### src/rtl/kf_host_loader_if.sv
// Stream side of kf_host_loader: the word input stream and the result output stream.
interface kf_host_loader_if #(
    parameter int W = 24
);
    logic         s_valid;
    logic         s_ready;
    logic [W-1:0] s_data;
    logic         m_valid;
    logic         m_ready;
    logic [W-1:0] m_data;
    logic         m_timeout;

    modport master (
        output s_valid,
        output s_data,
        input  s_ready,
        input  m_valid,
        input  m_data,
        input  m_timeout,
        output m_ready
    );

    modport slave (
        input  s_valid,
        input  s_data,
        output s_ready,
        output m_valid,
        output m_data,
        output m_timeout,
        input  m_ready
    );
endinterface

### src/rtl/kf_host_loader.sv
// Host-side frame sequencer for kf_top: loads NLOAD words into the data bank, starts a run,
// waits for READY to drop and return (or a timeout), then hands DATA_OUT to the result stream.
module kf_host_loader #(
    parameter int W         = 24,
    parameter int ADDRW     = 5,
    parameter int NLOAD     = 4,
    parameter int BASE_ADDR = 0,
    parameter int TMO_W     = 16
) (
    input  logic              clk,
    input  logic              rst_n,
    kf_host_loader_if.slave   bus,
    input  logic [TMO_W-1:0]  tmo_limit,
    output logic [W-1:0]      kf_data_in,
    output logic [ADDRW-1:0]  kf_dir,
    output logic              kf_write,
    output logic              kf_start,
    input  logic              kf_ready,
    input  logic [W-1:0]      kf_data_out,
    output logic              busy
);
    localparam int CNTW = ADDRW + 1;
    localparam logic [CNTW-1:0]  NLOAD_C = CNTW'(NLOAD);
    localparam logic [CNTW-1:0]  LAST_C  = CNTW'(NLOAD - 1);
    localparam logic [ADDRW-1:0] BASE_C  = ADDRW'(BASE_ADDR);

    typedef enum logic [2:0] {
        IDLE,
        LOAD,
        START,
        WAIT_BUSY,
        WAIT_DONE,
        OUT
    } state_t;

    state_t           state;
    logic [CNTW-1:0]  count;
    logic [TMO_W-1:0] timer;
    logic             loading;
    logic             accept;
    logic             timed_out;

    // s_ready is also held low while in reset so no word can be handshaken and then lost.
    assign loading     = (state == IDLE) || (state == LOAD);
    assign bus.s_ready = rst_n && loading && kf_ready && (count < NLOAD_C);
    assign accept      = bus.s_valid && bus.s_ready;
    assign timed_out   = (tmo_limit != '0) && (timer == tmo_limit - 1'b1);
    assign busy        = (state != IDLE);

    always_ff @(posedge clk or negedge rst_n) begin
        if (!rst_n) begin
            state         <= IDLE;
            count         <= '0;
            timer         <= '0;
            kf_data_in    <= '0;
            kf_dir        <= '0;
            kf_write      <= 1'b0;
            kf_start      <= 1'b0;
            bus.m_valid   <= 1'b0;
            bus.m_data    <= '0;
            bus.m_timeout <= 1'b0;
        end else begin
            kf_write <= 1'b0;
            kf_start <= 1'b0;
            case (state)
                IDLE, LOAD: begin
                    if (accept) begin
                        kf_write   <= 1'b1;
                        kf_dir     <= BASE_C + count[ADDRW-1:0];
                        kf_data_in <= bus.s_data;
                        count      <= count + 1'b1;
                        state      <= (count == LAST_C) ? START : LOAD;
                    end
                end
                START: begin
                    kf_start <= 1'b1;
                    timer    <= '0;
                    state    <= WAIT_BUSY;
                end
                // Completion is tested before the timeout so it wins when both land together.
                WAIT_BUSY, WAIT_DONE: begin
                    if (state == WAIT_DONE && kf_ready) begin
                        bus.m_data    <= kf_data_out;
                        bus.m_timeout <= 1'b0;
                        bus.m_valid   <= 1'b1;
                        state         <= OUT;
                    end else if (timed_out) begin
                        bus.m_data    <= '0;
                        bus.m_timeout <= 1'b1;
                        bus.m_valid   <= 1'b1;
                        state         <= OUT;
                    end else if (state == WAIT_BUSY && !kf_ready) begin
                        state <= WAIT_DONE;
                    end
                    if (timer != '1) begin
                        timer <= timer + 1'b1;
                    end
                end
                OUT: begin
                    if (bus.m_ready) begin
                        bus.m_valid <= 1'b0;
                        count       <= '0;
                        state       <= IDLE;
                    end
                end
                default: begin
                    state <= IDLE;
                end
            endcase
        end
    end
endmodule

### src/flat_wrapper.sv
// flat-port wrapper written by rule: the top's interface ports become plain ports
module kf_host_loader_flat 
#(
    parameter int W         = 24,
    parameter int ADDRW     = 5,
    parameter int NLOAD     = 4,
    parameter int BASE_ADDR = 0,
    parameter int TMO_W     = 16
)
  (clk, rst_n, tmo_limit, kf_data_in, kf_dir, kf_write, kf_start, kf_ready, kf_data_out, busy, bus_s_valid, bus_s_data, bus_s_ready, bus_m_valid, bus_m_data, bus_m_timeout, bus_m_ready);
  kf_host_loader_if #(.W(W)) bus_i ();
  input  logic clk;
  input  logic rst_n;
  input  logic [TMO_W-1:0] tmo_limit;
  output logic [W-1:0] kf_data_in;
  output logic [ADDRW-1:0] kf_dir;
  output logic kf_write;
  output logic kf_start;
  input  logic kf_ready;
  input  logic [W-1:0] kf_data_out;
  output logic busy;
  input wire logic [$bits(bus_i.s_valid)-1:0] bus_s_valid;
  input wire logic [$bits(bus_i.s_data)-1:0] bus_s_data;
  output wire logic [$bits(bus_i.s_ready)-1:0] bus_s_ready;
  output wire logic [$bits(bus_i.m_valid)-1:0] bus_m_valid;
  output wire logic [$bits(bus_i.m_data)-1:0] bus_m_data;
  output wire logic [$bits(bus_i.m_timeout)-1:0] bus_m_timeout;
  input wire logic [$bits(bus_i.m_ready)-1:0] bus_m_ready;
  assign bus_i.s_valid = bus_s_valid;
  assign bus_i.s_data = bus_s_data;
  assign bus_s_ready = bus_i.s_ready;
  assign bus_m_valid = bus_i.m_valid;
  assign bus_m_data = bus_i.m_data;
  assign bus_m_timeout = bus_i.m_timeout;
  assign bus_i.m_ready = bus_m_ready;
  kf_host_loader #(.W(W), .ADDRW(ADDRW), .NLOAD(NLOAD), .BASE_ADDR(BASE_ADDR), .TMO_W(TMO_W)) u_core (.clk(clk), .rst_n(rst_n), .bus(bus_i), .tmo_limit(tmo_limit), .kf_data_in(kf_data_in), .kf_dir(kf_dir), .kf_write(kf_write), .kf_start(kf_start), .kf_ready(kf_ready), .kf_data_out(kf_data_out), .busy(busy));
endmodule
### config.mk
export PLATFORM = sky130hd
export DESIGN_NAME = kf_host_loader_flat
export DESIGN_NICKNAME = d
export VERILOG_FILES = /design/src/rtl/kf_host_loader_if.sv /design/src/rtl/kf_host_loader.sv /design/src/flat_wrapper.sv
export SDC_FILE = /design/constraint.sdc
export NUM_CORES = 1
export LEC_CHECK = 0
export BUFFER_PORTS_ARGS = -buffer_cell sky130_fd_sc_hd__buf_2
export CAP_MARGIN = 15
export CORE_MARGIN = 1.5
export CORE_UTILIZATION = 53
export CTS_BUF_LIST = sky130_fd_sc_hd__clkbuf_8
export DETAILED_ROUTE_END_ITERATION = 6
export GPL_TIMING_DRIVEN = 0
export PLACE_DENSITY = 0.82
export REMOVE_ABC_BUFFERS = 1
export SLEW_MARGIN = 20
export SYNTH_ARGS = -nofsm -noshare
export SYNTH_HDL_FRONTEND = slang
export SYNTH_SLANG_ARGS = --single-unit
export TNS_END_PERCENT = 10
### constraint.sdc
create_clock -name clk -period 3.7 [get_ports clk]
set_input_delay 0.555 -clock clk [delete_from_list [all_inputs] [get_ports clk]]
set_output_delay 0.555 -clock clk [all_outputs]
set_load 0.01 [all_outputs]
# Word-level counts from Yosys, hierarchy flattened
# Index checks and enable logic that the tools add are counted.
[word_totals]
ff_bits = 82
latchBits = 0
ram_bits = 0
mem_bits_ro = 0
output_inout_bits = 59
wordCells = 73
memories = 0
[op_classes]
add_sub_neg = 3
n_mul = 0
div = 0
n_lt_le_gt_ge = 1
eq_ne = 13
shift = 0
n_mux = 22
bitwise = 0
reduce_logical = 24
[op_table]
columns = ["operator", "count"]
rows = [
  ["24-bit 2-to-1 mux", 2],
  ["16-bit case mux with 2 select lines", 1],
  ["16-bit by 1-bit adder with 16-bit output (second input constant)", 1],
  ["16-bit equality test", 1],
  ["16-bit 2-to-1 mux", 1],
  ["16-bit inequality test (second input constant)", 1],
  ["16-bit nonzero test", 1],
  ["16-bit by 1-bit subtractor with 16-bit output (second input constant)", 1],
  ["3-bit 2-to-1 mux", 5],
  ["6-bit 2-to-1 mux", 2],
  ["3-bit case mux with 4 select lines", 1],
  ["6-bit case mux with 2 select lines", 1],
  ["3-bit AND reduction", 3],
  ["2-bit nonzero test", 4],
  ["1-bit logical AND", 7],
  ["1-bit 2-to-1 mux", 7],
  ["6-bit by 1-bit adder with 6-bit output (second input constant)", 1],
  ["3-bit by 2-bit equality test with 1-bit output (second input constant)", 2],
  ["3-bit equality test (second input constant)", 2],
  ["6-bit by 2-bit equality test with 1-bit output (second input constant)", 1],
  ["6-bit by 3-bit less-than comparator with 1-bit output (second input constant)", 1],
  ["2-bit AND reduction", 3],
  ["2-bit by 1-bit inequality test with 1-bit output (second input constant)", 2],
  ["4-bit by 1-bit inequality test with 1-bit output (second input constant)", 1],
  ["10 further kinds", 11],
]

# Longest topological paths before layout
[depth]
word_depth = 8
ltp_mapped = 10
depth_no_buf = 9

# Worst setup path before layout
# Ideal clock, no wire load.
[synth_path]
path_kind = "input port to flip-flop"
start = "in tmo_limit[0]"
end = "reg u_core.bus.m_timeout"
t_arrival_ps = 3250
path_slack_ps = 376
cell_stages = 9
cell_sequence = "inv_1 ha_1 or3b_4 or4_4 a2111oi_4 o2111ai_1 or4_4 or4_4 a21oi_2"
[synth_between]
elab_chain_cells = 5
word_cells_on_any_way = 6
classes_between = "add/sub: 1; eq/ne: 1; reduce/logical: 4"
[synth_lines]
columns = ["element", "line", "rtl"]
rows = [
  ["start: declaration", "flat_wrapper.sv:14", "input logic [TMO_W-1:0] tmo_limit;"],
  ["16-bit by 1-bit subtractor with 16-bit output", "kf_host_loader.sv:47", "assign timed_out = (tmo_limit != '0) && (timer == tmo_limit - 1'b1);"],
  ["16-bit equality test", "kf_host_loader.sv:47", ""],
  ["1-bit logical AND (*)", "kf_host_loader.sv:47", ""],
  ["2-bit nonzero test (no source line) (*)", "n/a", ""],
  ["2-bit AND reduction (no source line) (*)", "n/a", ""],
  ["end signal: assignment", "kf_host_loader.sv:61", "bus.m_timeout <= 1'b0;"],
  ["end signal: assignment", "kf_host_loader.sv:84", "bus.m_timeout <= 1'b0;"],
  ["end signal: assignment", "kf_host_loader.sv:89", "bus.m_timeout <= 1'b1;"],
  ["end: declaration", "kf_host_loader_if.sv:29", "output m_timeout,"],
]
# Mark *: on every way between the ends. The rest lies on a longest branch, timed or not.
# A chain may end at the register's enable or synchronous reset.

# Worst setup path after layout
[layout_path]
start = "in tmo_limit[0]"
end = "reg u_core.state[2]"
[layout_between]
elab_chain_cells = 6
word_cells_on_any_way = 9
classes_between = "add/sub: 1; eq/ne: 2; mux: 3; reduce/logical: 3"
[layout_lines]
columns = ["element", "line", "rtl"]
rows = [
  ["16-bit by 1-bit subtractor with 16-bit output", "kf_host_loader.sv:47", ""],
  ["16-bit equality test", "kf_host_loader.sv:47", ""],
  ["1-bit logical AND (*)", "kf_host_loader.sv:47", ""],
  ["3-bit 2-to-1 mux", "kf_host_loader.sv:87", "end else if (timed_out) begin"],
  ["3-bit 2-to-1 mux", "kf_host_loader.sv:82", "if (state == WAIT_DONE && kf_ready) begin"],
  ["3-bit case mux with 4 select lines", "kf_host_loader.sv:65", "case (state)"],
  ["end signal: assignment", "kf_host_loader.sv:72", "state <= (count == LAST_C) ? START : LOAD;"],
  ["end: declaration", "kf_host_loader.sv:36", "state_t state;"],
]
# Marks and branches as above.

==> impl_metrics.tcl <==
set metrics [dict create \
    rows 32 \
    skew_ns 0.00721 \
    drive_gt1_share_pct 27.9 \
    clk_pin_slew_ns 0.09 \
    drt-vias-per-instance 5.52 \
    postSynth.asyncResetShare_pct 100 \
    numPlacedInstances 665 \
    arrival_ns 3.77 \
    maxClockFrequency_mhz 286 \
    cap_violations 0 \
    worstPathRequired_ns 3.97 \
    clockRootBuffer "clkbuf_8" \
    cts_tree "yes" \
    portBuffers 127 \
    status "finished clean" \
    gr-total-overflow 0 \
    tns_ns 0 \
    synth_xor_area_share_pct 6.53 \
    worst_pin_slew_ns 1.03 \
    synth_top_family_by_area "simple AND/OR/NAND/NOR gates" \
    synth_compound_area_share_pct 14.4 \
    path_class "in2reg" \
    hold_class "in2async" \
    ys_seq_area_share_pct 49.4 \
    fin_util_pct 67.2 \
    vias 3763 \
    fin_ws_ns 0.200 \
    syn_avg_cell_area_um2 9.11 \
    multi_input_area_mm2 0.00200 \
    powerDensity_mw_per_mm2 500 \
    yosysWarnings 0 \
    syn_area_mm2 0.00416 \
    hold_violations 0 \
    gp_congestion 0.852 \
    fin_cells 682 \
    cts.sinks 82 \
    htree_num_levels 3 \
    antenna_found_initial 0 \
    detail-route-antenna-nets 0 \
    grt_max_degree 52 \
    grt_pass1_vias 3460 \
    cp_max_fo 13 \
    period_share_pct 94.6 \
    p_total_w 0.00257 \
    io_pins 128 \
    layout.nets 647 \
    fp.dieH_um 91.5 \
    grt_pass1_wl_mm 16.0 \
    place_ws_ns -0.395 \
    grt_setup_unrepaired "no" \
    drtIter0Drc 202 \
    die-area_mm2 0.00838 \
    drc 0 \
    fillCellCount 613 \
    reg2reg_depth 8 \
    cts_buffer_depth 2 \
    slew_violations 0 \
    register_area_mm2 0.00205 \
    synth.area.mux_share_pct 0.271 \
    start_util_pct 54.3 \
    ys_ff_latch 82 \
    cp-start-kind "primary input" \
    cts_made_buffers 9 \
    cts-hold-fix-buffers 0 \
    coreArea_mm2 0.00765 \
    wl_mm 9.77 \
    hpwlAfterDp_mm 6.97 \
    cp-end-kind "register" \
    synth-adder-area-share_pct 0.903 \
    ys.flop_type "dfrtp_1" \
    ys_types 56 \
    setup_viol 0 \
    p_leak_nw 2.59 \
    syn-instance-count 456 \
    yosys.area_share.simple_pct 25.4 \
    grtUsageTotal_pct 23.6 \
    insertion_delay_ns 0.34 \
    ir_worst_vdd_mv 0.239 \
    area_delta_synth_final_pct 23.7 \
    dr.pass1.iters 5 \
    die_w_um 91.5 \
    period_minus_slack_ns 3.50 \
    synth-edff-count 0 \
    wl_per_cell_um 14.3 \
    max-slew-margin-rel_pct 30.6 \
    antenna_cells_inserted 0 \
]
[layout by cell type, fill, tap and decap left out, types with 2 or more instances in the layout]
cell and n:
nand3b_1 3, nor3b_1 2, nor2b_1 3, nand2_1 117
buf_2 126, nand4_1 5, a22oi_1 24, and4_1 6
a31oi_1 2, dfrtp_1 82, o2111ai_1 4, inv_6 2
nor2_1 30, and2_1 7, o21ai_1 6, or4_1 2
o31ai_1 2, bufinv_16 3, nor3_4 2, and3_1 4
or3_1 2, nor3_1 4, nand3_1 6, xor2_1 9
o21ai_0 26, buf_6 2, a21oi_1 8, nand2b_1 4
or4_4 4, a211o_1 2, clkbuf_8 9, ha_1 3
nor4_1 6, inv_1 12, xnor2_1 22
[synthesized netlist by cell type, types with 3 or more instances]
cell type	number	area, µm²
and2_1	7	43.8
o2111ai_1	4	35.0
nand3b_1	3	22.5
o21ai_0	26	130
and3_1	4	25.0
xor2_1	9	78.8
nand2_1	117	439
or4_4	4	45.0
xnor2_1	22	193
ha_1	3	37.5
nand2b_1	4	25.0
inv_1	11	41.3
nor4_1	6	37.5
o21ai_1	6	30.0
a21oi_1	8	40.0
clkbuf_1	21	78.8
and4_1	6	52.6
dfrtp_1	82	2050
nor3b_1	3	22.5
nand3_1	6	30.0
a22oi_1	24	180
nor2b_1	3	18.8
nand4_1	5	31.3
nor2_1	31	116
nor3_1	4	20.0
[per-layer routing]
metal / routed length, µm / GRT usage [%] / up-vias
met5: 0 / 0 / -
met3: 536 / 4.27 / 7
met1: 4290 / 31.2 / 1796
met2: 4860 / 39.1 / 138
met4: 90 / 8.20 / 0
li1: - / - / 1822
[power by group]
group | total [W] | switching, W | internal [W]
combinational | 0.000618 | 0.000351 | 0.000267
sequential | 0.00118 | 0.000109 | 0.00107
clock | 0.000774 | 0.000324 | 0.000450
[path summary, 6_finish.rpt]
path / slack, ns / from / endpoint
max: 0.20 / tmo_limit[0] / u_core.state[2]$_DFFE_PN0P_
min: 0.23 / rst_n / u_core.kf_data_in[18]$_DFFE_PN0P_
max reg2reg: 0.41 / u_core.count[2]$_DFFE_PN0P_ / u_core.state[0]$_DFFE_PN0P_
min reg2reg: 0.48 / u_core.kf_data_in[5]$_DFFE_PN0P_ / u_core.kf_data_in[5]$_DFFE_PN0P_
max in group asynchronous: 2.86 / rst_n / u_core.bus.m_data[12]$_DFFE_PN0P_
min in group clk: 0.40 / bus_s_data[22] / u_core.kf_data_in[22]$_DFFE_PN0P_
[cell families after synthesis]
logic type / count (synthesis)
and+or+nand+nor: 217
AOI/OAI and AO/OA: 88
DFF: 82
buffers and inverters: 34
xor gates and xnor gates: 31
adders and majority gates: 3
muxes: 1
[layout make-up]
cell class / instances / area share, %
Clock buffer: 9 / 2.41
Clock inverter: 7 / 2.26
Inverter: 11 / 0.804
Multi-Input combinational cell: 341 / 38.9
Sequential cell: 82 / 39.9
Tap cell: 102 / 2.48
Timing Repair Buffer: 130 / 13.2
[critical path, stage by stage]
cell and delay, ns:
buf_2 0.13, inv_1 0.06, ha_1 0.20, or3b_4 0.43
or4_4 0.51, a2111oi_4 0.38, o2111ai_1 0.16, or4_4 0.60
nor3_4 0.50, a2bb2oi_1 0.24
[registers in the layout, indices dropped and copies added, names as in the netlist]
signal                count
u_core.bus.m_data        24
u_core.bus.m_timeout      1
u_core.bus.m_valid        1
u_core.count              6
u_core.kf_data_in        24
u_core.kf_dir             5
u_core.kf_start           1
u_core.kf_write           1
u_core.state              3
u_core.timer             16
[metrics by stage]
step / hold slack (ns) / cell area, µm²
6_report: 0.228 / 5140
5_1_grt: 0.273 / 5140
4_1_cts: 0.246 / 5130
3_5_place_dp: 0.461 / 4880
3_3_place_gp: 0.452 / 4830
2_1_floorplan: 0.259 / 4070
[timing repair]
item / 4_1_cts / 5_1_grt
endpoints found under the setup margin: 2 / 13
cloned: 1 / 0
resized for setup: 0 / 1
buffers inserted: 0 / 0
hold endpoints to repair: 0 / 0
pin swaps: 1 / 0
(Power assumes the default switching activity.)
